$ cat src/rtl/regfile_2r1w.sv
// rtl/regfile_2r1w.sv - 2-read/1-write register file with built-in clear sequencer
//
// Purpose: NREG = 2**ADDR_W registers of DATA_W bits. It has one synchronous
// write port and two combinational read ports. A sequencer zeroes one register
// per cycle after reset or on a clear request.
// Optional feature macro: REGFILE_BYPASS_EN (same-cycle write-through to read ports).
//
// Ports:
//   clk            in   clock, rising edge
//   reset          in   synchronous active-high, starts a full clear
//   data_in        in   write data
//   writenum       in   write index
//   write          in   write enable (ignored while busy)
//   readnum_a/b    in   read indices, ports A/B
//   clear          in   request a full clear while idle
//   data_out_a/b   out  read data, forced to 0 while busy
//   busy           out  clear sequence in progress
//   write_dropped  out  one-cycle pulse after a write rejected while busy
module regfile_2r1w #(
  parameter int DATA_W = 16,
  parameter int ADDR_W = 3
) (
  input  logic              clk,
  input  logic              reset,
  input  logic [DATA_W-1:0] data_in,
  input  logic [ADDR_W-1:0] writenum,
  input  logic              write,
  input  logic [ADDR_W-1:0] readnum_a,
  input  logic [ADDR_W-1:0] readnum_b,
  input  logic              clear,
  output logic [DATA_W-1:0] data_out_a,
  output logic [DATA_W-1:0] data_out_b,
  output logic              busy,
  output logic              write_dropped
);

  localparam int NREG = 2 ** ADDR_W;
  localparam logic [ADDR_W-1:0] CNT_LAST = ADDR_W'(NREG - 1);

  typedef enum logic {
    S_IDLE  = 1'b0,
    S_CLEAR = 1'b1
  } state_e;

  state_e            state_q, state_d;
  logic [ADDR_W-1:0] cnt_q, cnt_d;
  logic              wd_q, wd_d;
  logic [DATA_W-1:0] regs_q [NREG];

  // State register
  always_ff @(posedge clk) begin
    if (reset) begin
      state_q <= S_CLEAR;
      cnt_q   <= '0;
      wd_q    <= 1'b0;
    end else begin
      state_q <= state_d;
      cnt_q   <= cnt_d;
      wd_q    <= wd_d;
    end
  end

  // Next-state logic
  always_comb begin
    state_d = state_q;
    cnt_d   = cnt_q;
    wd_d    = 1'b0;
    case (state_q)
      S_IDLE: begin
        if (clear) begin
          state_d = S_CLEAR;
          cnt_d   = '0;
        end
      end
      S_CLEAR: begin
        // Natural ADDR_W-bit wrap returns cnt to 0 on the last register.
        cnt_d = cnt_q + ADDR_W'(1);
        wd_d  = write;
        if (cnt_q == CNT_LAST) begin
          state_d = S_IDLE;
        end
      end
      default: begin
        state_d = S_CLEAR;
        cnt_d   = '0;
      end
    endcase
  end

  // Output decode
  always_comb begin
    busy          = (state_q == S_CLEAR);
    write_dropped = wd_q;
  end

  // Register storage has no reset: contents become defined only once the
  // clear sequence has swept every entry. Reads are masked until then.
  always_ff @(posedge clk) begin
    if (!reset) begin
      if (state_q == S_CLEAR) begin
        regs_q[cnt_q] <= '0;
      end else if (write) begin
        regs_q[writenum] <= data_in;
      end
    end
  end

  // Read ports: the busy mask overrides everything, including the bypass.
  always_comb begin
    data_out_a = regs_q[readnum_a];
    data_out_b = regs_q[readnum_b];
`ifdef REGFILE_BYPASS_EN
    if (write && (writenum == readnum_a)) data_out_a = data_in;
    if (write && (writenum == readnum_b)) data_out_b = data_in;
`else
`endif
    if (busy) begin
      data_out_a = '0;
      data_out_b = '0;
    end
  end

endmodule
$ cat config.mk
export PLATFORM = sky130hd
export DESIGN_NAME = regfile_2r1w
export DESIGN_NICKNAME = d
export VERILOG_FILES = /design/src/rtl/regfile_2r1w.sv
export SDC_FILE = /design/constraint.sdc
export NUM_CORES = 1
export LEC_CHECK = 0
export CORE_MARGIN = 2
export CORE_UTILIZATION = 35
export DETAILED_ROUTE_END_ITERATION = 7
export GPL_TIMING_DRIVEN = 0
export PLACE_DENSITY_LB_ADDON = 0.05
export REMOVE_ABC_BUFFERS = 1
export SYNTH_ARGS = -nofsm -noshare
export SYNTH_HDL_FRONTEND = slang
export SYNTH_SLANG_ARGS = --single-unit
$ cat constraint.sdc
create_clock -name clk -period 9.85 [get_ports clk]
set_clock_uncertainty 0.05 [all_clocks]
set_input_delay 2.4625 -clock clk [delete_from_list [all_inputs] [get_ports clk]]
set_output_delay 2.4625 -clock clk [all_outputs]
set_load 0.1 [all_outputs]
# [Yosys cells after proc, flatten, opt, wreduce, memory -nomap -nowiden]
# Memories as Yosys holds them, arrays and structs flattened.
# Index checks and enable logic that the tools add are counted.
[totals] register_bits=5 memories=1 wordCells=27 mem_bits_rw=128 in_bits=29 out_inout_bits=34
[mem_list] memory="regs_q" words=8 width=16 read_ports=2 rd_ports_with_merged_regs=0 wr=1 line_no="48" source="logic [DATA_W-1:0] regs_q [NREG];"
[classes] n_addsub=1 n_eq_ne=2 bitwise=1 reduce_logical=2 muxes=17
[op_table] cell="two-way mux 16 bit" n=3
[op_table] cell="OR reduction 16 bit" n=1
[op_table] cell="two-way mux 1 bit" n=10
[op_table] cell="two-way mux 3 bit" n=2
[op_table] cell="case mux 3 bit (2 select lines)" n=1
[op_table] cell="adder 3 x 1 -> 3 bit, second input constant" n=1
[op_table] cell="equality test 3 bit, second input constant" n=1
[op_table] cell="!= test 2 bit, second input constant" n=1
[op_table] cell="case mux 1 bit (2 select lines)" n=1
[op_table] cell="OR reduction 2 bit" n=1
[op_table] cell="NOT 1 bit" n=1

# [Logic depth before layout (Yosys ltp)]
# Gate-level depths: netlist of the first run.
[depth] depth_word=6 depth_mapped=5 ltp_nobuf=4

# [Least setup slack after synthesis of the first run]
# No wires, ideal clock.
[synth_path] path_kind="input to output" startpoint="input port readnum_a[2]" endpoint="output port data_out_a[10]" required_ns=7.338 cell_stages=5 n_path_buf=2 path_slack_ns=2.933 arrival_ns=4.405 path_cell_list="bufbuf_16 > buf_2 > mux4_2 > mux2i_1 > nor2_1"
[synth_via] elab_chain_cells=2
[synth_rtl] item="from (decl)" line_no="28" source="input logic [ADDR_W-1:0] readnum_a,"
[synth_rtl] item="memory (8 x 16 bit)"
[synth_rtl] item="two-way mux 16 bit" line_no="117" source="if (busy) begin"
[synth_rtl] item="to (decl)" line_no="31" source="output logic [DATA_W-1:0] data_out_a,"
# No other way between the ends.

# [Worst setup path in the final report of the first run]
[layout_path] startpoint="input port readnum_a[0]" endpoint="output port data_out_a[5]"
# The elaborated chain is that of the path after synthesis.

==> results of run 1 <==
## worst reg2reg max path, stage by stage, from the launching register on
cell	delay (ps)
dfxtp_2	490
nor3b_4	670
buf_8	240
mux2_2	410
nor3_2	700
buf_6	240
## power by group
group	internal, mW	total, mW	switching (mW)
logic	0.0521	0.102	0.0502
clock network	0.408	0.614	0.205
registers	0.626	0.631	0.00453
total	1.09	1.35	0.260
## layout by cell type (no fill, tap or decap), types with 2 or more instances in the layout
cell and n:
a21oi_1 4, and2_1 16, buf_12 3, buf_2 5
buf_6 16, buf_8 3, clkbuf_1 5, clkbuf_16 17
clkbuf_8 9, clkdlybuf4s50_1 57, dfxtp_1 4, edfxtp_1 128
ha_1 2, mux2_2 2, mux2i_1 34, mux4_1 40
mux4_2 24, nor2_1 36, nor3_2 8, nor3b_1 3
## path summary, 6_finish.rpt
| path | start | to | slack [ps] | cells past startpoint |
|---|---|---|---|---|
| setup / recovery | readnum_a[0] | data_out_a[5] | 1910 | 4 |
| hold reg to reg | cnt_q[0] | cnt_q[0] | 500 | 2 |
| hold / removal | cnt_q[0] | cnt_q[0] | 500 | 2 |
| setup reg to reg | busy | regs_q[2][0] | 6750 | 5 |
## through the flow
step	hold WS (ps)	utilization, %	instance area (µm²)	worst slack (ps)
floorplan	460	-	6300	3250
CTS	497	44.0	8150	1850
global placement	488	39.0	7210	663
detailed placement	486	40.8	7550	1860
global route	527	44.0	8150	1730
finish	497	44.0	8150	1910
## routing by layer
layer  vias up  wire length, µm  global-route usage, %
li1       1585                -                      -
met1      1730             6290                   19.8
met2        83             7740                   26.9
met3         9              485                   2.96
met4         0               99                   5.21
met5         -                0                      0
## flip-flops by register name (all words and copies together) (netlist names)
signal         flops
write_dropped      1
busy               1
regs_q           128
cnt_q              3
## cells by family after synthesis
| group | Yosys count |
|---|---|
| AO/OA/AOI/OAI | 6 |
| adder cells (fa/ha/maj) | 2 |
| buffers and inverters | 27 |
| flip-flops | 133 |
| multiplexers | 100 |
| AND/OR/NAND/NOR | 69 |
## layout make-up
class	count	share of cell area (%)
clock buffer	31	6.97
sequential	133	48.4
multi-input combinational	177	29.5
tap	234	3.59
timing repair buffer	85	11.1
clock inverter	1	0.369
==> impl_metrics.yaml, run 1 <==
logic_synthesis:
  postSynthAreaPerCell_um2: 19.4
  synthArstFlopShare_pct: 0
  synthTopCellsByCount: "edfxtp_1 (128), mux4_1 (40), nor2_1 (36), mux2i_1 (34), mux4_2 (24)"
  synth_area_mm2: 0.00654
  synth_cell_type_count: 25
  synth_flop_cell: "edfxtp_1"
  synthSimpleGateAreaFrac_pct: 5.24
  yosys_warnings: 0
  netlist.area_leader.share_pct: 58.7
  yosysMostFrequentCell: "edfxtp_1"
  synth_edf_count: 128
  synth-compound-area-share_pct: 0.535
  yosysSeqAreaShare_pct: 60.3
  synth_cells: 337
  ys_ff_latch: 133
  synthAdderAreaFrac_pct: 0.382
  synth_top_cell_by_area: "edfxtp_1"
  synthTopCellsByArea: "edfxtp_1 (59%), mux4_1 (16%), mux4_2 (8.3%)"
  synth_xor_area_share_pct: 0
  synth_mux_area_share_pct: 29.9
  synth_top_family_by_area: "multiplexers"
placed_design:
  numPortBuffers: 62
  place.gp.congestion: 0.636
  hpwl_um: 9610
  place_inst: 629
floorplan:
  initial_core_util_pct: 35.3
  rows: 50
  core-area_mm2: 0.0185
  die_area_mm2: 0.0198
  die_y_um: 141
  ios: 63
  die_width_um: 141
global_routing:
  grt_pass1_wl_um: 21600
  antenna_found_initial: 0
  grt_usage_pct: 15.6
  grt_max_degree: 33
  gr-total-overflow: 0
  grt_pass1_vias: 3572
clock_tree:
  htree_levels: 4
  cts_resized: 0
  root_buffer: "clkbuf_16"
  cts_sinks: 133
  cts_tree: "yes"
  clk_pin_slew_ps: 50
  post_cts_buffers: 0
  cts_hold_buf: 0
  cts_buffers: 17
  clk_path_buf_depth: 2
  insertion_delay_ps: 410
worst_setup_path:
  endpoint_kind: "output port"
  crit_buf_inv: 2
  crit_required_ps: 7340
  critPathSlowestCell: "clkdlybuf4s50_1"
  critPathMaxFanout: 16
  cp_data_arrival_time_ps: 5420
  cpMostUsedCell: "clkdlybuf4s50_1"
  crit_family: "buffers and inverters"
  cp-start-kind: "primary input"
  crit_chain: "clkdlybuf4s50_1 > mux2i_1 > nor2_1 > clkdlybuf4s50_1"
  max_stage_delay_ps: 1390
  critical_path_class: "primary input to output port"
drt:
  ant_nets: 0
  viasPerCell: 5.15
  wire_per_inst_um: 22.1
  drc_errors: 0
  vias: 3407
  drt_wl_total_um: 14600
  drt_iter0_markers: 207
  first_pass_iters: 4
sta:
  fin_crit_sh_pct: 80.6
  setup_violations: 0
  setup-tns-final_ps: 0
  rsz0062_at_grt: "no"
  max_freq_mhz: 126
  finalHoldViolations: 0
  worst_pin_slew_ps: 1380
  max_slew_margin_pct: 7.94
  fin_crit_ps: 7940
  drv_slew: 0
finish:
  multi_input_area_mm2: 0.00240
  fin_cells: 661
  antenna_cells: 0
  drive_gt1_share_pct: 21.5
  syn_to_final_growth_pct: 24.5
  nFillCells: 1627
  fin_nets: 445
  register_area_mm2: 0.00395
job:
  maxCapViolCount: 0
power:
  p_per_area_mw_per_mm2: 165
  power_mw: 1.35
  vdd_drop_max_uv: 110
  power_leakage_nw: 3.05
hold_path:
  min_path_type: "register to register"
status:
  status: "completed"
No activity file was read; power rests on OpenSTA's default activity.
==> run 2, diff against run 1 <==
==> constraint.sdc (replaced) <==
create_clock -name clk -period 7.26 [get_ports clk]
set_clock_uncertainty 0.05 [all_clocks]
set_input_delay 1.815 -clock clk [delete_from_list [all_inputs] [get_ports clk]]
set_output_delay 1.815 -clock clk [all_outputs]
set_load 0.1 [all_outputs]
==> results of run 2 <==
Same layout as run 1 (identical final DEF). Status: completed.
Main changes from that run: setup slack after placement 1860 ps -> 569 ps; setup slack after layout 1910 ps -> 619 ps; register-to-register setup slack 6750 ps -> 4160 ps; total power 1.35 mW -> 1.83 mW; worst IR drop on VDD 110 µV -> 150 µV
==> patch 1 (settings of run 2) <==
The option `REGFILE_BYPASS_EN` is turned on by a define.
--- a/src/rtl/regfile_2r1w.sv
+++ b/src/rtl/regfile_2r1w.sv
@@ -16,6 +16,8 @@
 //   data_out_a/b   out  read data, forced to 0 while busy
 //   busy           out  clear sequence in progress
 //   write_dropped  out  one-cycle pulse after a write rejected while busy
+`define REGFILE_BYPASS_EN
+
 module regfile_2r1w #(
   parameter int DATA_W = 16,
   parameter int ADDR_W = 3
Behaviour: not the same (a bounded check fails within 10 cycles, from zero or initial values and one cycle with reset high).
==> patch 1 against run 2 <==
Wire length rose by 31%. Final area increased by 1.4%. Area after synthesis rose by 4.6%. Die area increased by 4.5%. Total power up 0.31%. Sequential cell count stayed put. Register-to-register slack better by 0.04 ns. Setup slack got worse by 0.30 ns. Largest cell class unchanged. Largest power group unchanged. Highest routed layer unchanged.
==> patch 1: results (changes against run 2) <==
* Slowest stage cell, crit path: dlygate4sd2_1
* Max layer used: met4
* WL met2 at 9790 µm (+26%)
* All-layer global routing usage at 19.7% (+4.1 points)
* Slowest cell delay on critical path at 1.03 ns (-0.36 ns)
* Root buffer cell: clkbuf_16
* Met2 Use GR at 33.6% (+6.7 points)
* Crit-path max FO at 19 (+3)
* Leakage at 3.12 nW (+2.4%)
* Clock-pin slew on the worst setup and hold paths at 0.05 ns (about the same)
* Async set-reset flop share out of synthesis at 0% (unchanged)
* Layout Nets at 549 (+23%)
* Tcrit/Tclk final at 95.6% (+4.1 points)
* DP Wirelength at 11500 µm (+19%)
* Syn Area/Cell at 14.8 µm² (-24%)
* Post-DP Area at 7740 µm² (+2.5%)
* Worst-Margin Slew at 1.25 ns (-0.125 ns)
* R2R cell count at 6 (+1)
* Largest net degree at the start of global routing at 49 (+48%)
* Met1 Wirelength at 8210 µm (+30%)
* Synth Area in XOR/XNOR at 0.878% (+0.88 points)
* Yosys cell types at 36 (+44%)
* First-pass GRT wire length at 28600 µm (+32%)
* Compound-cell area share of the yosys netlist at 7.09% (+6.6 points)
* Worst vdd ir at 0.171 mV (+15%)
* DR vias/cell at 5.48 (+6.3%)
* Proportion of synthesized area in mux cells at 21.2% (-8.7 points)
* Critical path arrival at 5.07 ns (+0.29 ns)
* Met3 GRT Util at 3.70% (+0.74 points)
* Non-filler cells, final at 796 (+20%)
* Number of global-route vias before repair at 4615 (+29%)
* CP delay by family, top: buffers and inverters
* Dpl ws at -0.787 ns (-1.36 ns)
* FF-to-FF End: regs_q[2][2]$_DFFE_PP_
* R2R setup slack at 4.20 ns (+0.04 ns)
* Setup crit end: data_out_a[14]
* Hold Worst Slack at 0.525 ns (+0.0277 ns)
* Wire per inst at 24.1 µm (+9.1%)
* Adder-Cell Fraction of Synth Area at 0.366% (-0.017 points)
* Status: finished clean
* Placer Congestion at 0.717 (+13%)
* Share of cells above drive strength 1 at 14.1% (-7.4 points)
* Fill count at 1780 (+9.4%)
* Largest cells by area after synthesis: edfxtp_1 (56%), mux2i_1 (9.1%), mux4_1 (6.5%)
* Starting DRT DRC Count at 173 (-16%)
* Synth cell count leaders: edfxtp_1 (128), mux2i_1 (62), nor2_1 (46)
* Placed insts at 762 (+21%)
* WHS Endpoint: cnt_q[0]$_SDFFE_PP0P_
* GR Layer Usage met1 at 25.2% (+5.4 points)
* Met3 WL at 883 µm (+82%)
* Sequential element share of the synthesized area at 57.6% (-2.7 points)
-- patch 1: cell count changes after synthesis, moves of 7 or more --
cell      change
a211oi_1     +32
mux4_1       -23
o22ai_1      +30
mux2i_1      +28
nor2_1       +10
buf_4         +7
nor3_1       +23
mux4_2        -7
-- patch 1: layout make-up --
type	instances	area, µm²	area share, %
well taps	265	332	4.01
inverters	2	7.51	0.0909
multi-input cells	290	2630	31.8
clock inverters	14	118	1.42
repair buffers	74	805	9.74
clock buffers	18	429	5.19
flip-flops and latches	133	3950	47.7
-- patch 1: repair_timing --
action,in CTS,in global routing
resized for setup,34,4
gates cloned,0,0
endpoints found under the setup margin,32,5
pin swaps,1,0
setup buffers,2,0
-- patch 1: power breakdown --
group	internal [mW]	leakage, nW	total [mW]	switching (mW)
registers	0.849	1.35	0.856	0.00714
logic	0.0723	1.51	0.173	0.101
clock network	0.494	0.266	0.803	0.309
total	1.42	3.12	1.83	0.417
==> patch 2 (flow settings as in run 2) <==
Made on the original files. Add an input register stage for `clear`, without a reset; this delays it by one clock. The other inputs are not delayed to match. Comments in the files are not updated.
--- a/src/rtl/regfile_2r1w.sv
+++ b/src/rtl/regfile_2r1w.sv
@@ -42,6 +42,12 @@
     S_CLEAR = 1'b1
   } state_e;
 
+  logic clear_q;
+
+  always_ff @(posedge clk) begin
+    clear_q <= clear;
+  end
+
   state_e            state_q, state_d;
   logic [ADDR_W-1:0] cnt_q, cnt_d;
   logic              wd_q, wd_d;
@@ -67,7 +73,7 @@
     wd_d    = 1'b0;
     case (state_q)
       S_IDLE: begin
-        if (clear) begin
+        if (clear_q) begin
           state_d = S_CLEAR;
           cnt_d   = '0;
         end
Behaviour: not the same (a bounded check fails within 10 cycles, from zero or initial values and one cycle with reset high).
==> patch 2 against run 2 <==
Fmax increased by 8.4%. Final area rose by 1.2%. Critical path depth is 2 higher. Sequential cell count rose by 1. Die area is 0.30% higher. Setup slack better by 0.51 ns. Total power rose by 2.7%. Area after synthesis grew 0.31%. Wire length is 0.61% lower. Synthesized cell count increased by 0.30%.
==> patch 2: results (changes against run 2) <==
* All-layer global routing usage at 15.5% (-0.060 points)
* First-pass GRT wire length at 21800 µm (+0.99%)
* Share of cells above drive strength 1 at 22.9% (+1.4 points)
* DP Wirelength at 9940 µm (+3.4%)
* Relative max-transition margin at 33.4% (+25 points)
* Sequential element share of the synthesized area at 60.4% (+0.12 points)
* Largest net degree at the start of global routing at 25 (-24%)
* H-tree levels at 4 (unchanged)
* Largest cells by area after synthesis: edfxtp_1 (59%), mux4_1 (16%), mux4_2 (8.2%)
* Leakage at 3.07 nW (+0.72%)
* DR vias/cell at 5.25 (+1.8%)
* Status: finished clean
* Dpl ws at 1.13 ns (+0.561 ns)
* Setup Buffers After CTS at 0 (unchanged)
* Wire per inst at 22.0 µm (-0.76%)
* Non-filler cells, final at 662 (+0.15%)
* Number of global-route vias before repair at 3623 (+1.4%)
* Critical path arrival at 4.26 ns (-0.52 ns)
* Starting DRT DRC Count at 190 (-8.2%)
* Placed insts at 630 (+0.16%)
* Slowest cell delay on critical path at 0.97 ns (-0.42 ns)
* Post-DP Area at 7600 µm² (+0.73%)
* Crit-path max FO at 24 (+8)
* Syn Area/Cell at 19.4 µm² (about the same)
* Worst vdd ir at 0.144 mV (-4.0%)
* Post-DRT Antenna Nets at 0 (unchanged)
* Placer Congestion at 0.656 (+3.2%)
* Layout Nets at 446 (+0.22%)
* Fill count at 1597 (-1.8%)
-- patch 2: final timing paths --
kind | start | end | slack, ns | cells past startpoint
max | readnum_a[1] | data_out_a[5] | 1.13 | 6
min reg2reg | cnt_q[0]$_SDFFE_PP0P_ | cnt_q[0]$_SDFFE_PP0P_ | 0.50 | 2
min | cnt_q[0]$_SDFFE_PP0P_ | cnt_q[0]$_SDFFE_PP0P_ | 0.50 | 2
max reg2reg | busy$_SDFF_PP1_ | regs_q[0][15]$_DFFE_PP_ | 4.14 | 7
-- patch 2: cell families after synthesis --
kind of cell,share of synthesized area [%]
flip-flops,60.4
AND/OR/NAND/NOR,5.22
buffers and inverters,3.68
adder cells (fa/ha/maj),0.381
multiplexers,29.8
AO/OA/AOI/OAI,0.534
-- patch 2: metal layers --
metal	up-vias	GRT usage (%)	routed length (µm)
met4	0	5.05	212
met5	-	0	0
met3	14	2.92	446
met2	68	26.9	7570
met1	1811	19.7	6310
li1	1582	-	-
-- patch 2: power breakdown --
part           internal, mW  total, mW  switching (mW)
Clock                 0.566      0.871           0.305
Sequential            0.855      0.862         0.00659
Combinational        0.0729      0.143          0.0702
-- patch 2: worst max-delay path, delay by kind of cell --
family	cells	cell delay (ns)
muxes	2	0.82
and+or+nand+nor	1	0.08
buffers and inverters	3	1.51
-- patch 2: area by class of cell --
cell class,count,area (µm²),area share [%]
Sequential cell,134,3970,48.1
Tap cell,234,293,3.55
Clock buffer,24,589,7.15
Clock inverter,8,50.0,0.607
Timing Repair Buffer,85,943,11.4
Multi-Input combinational cell,177,2400,29.2
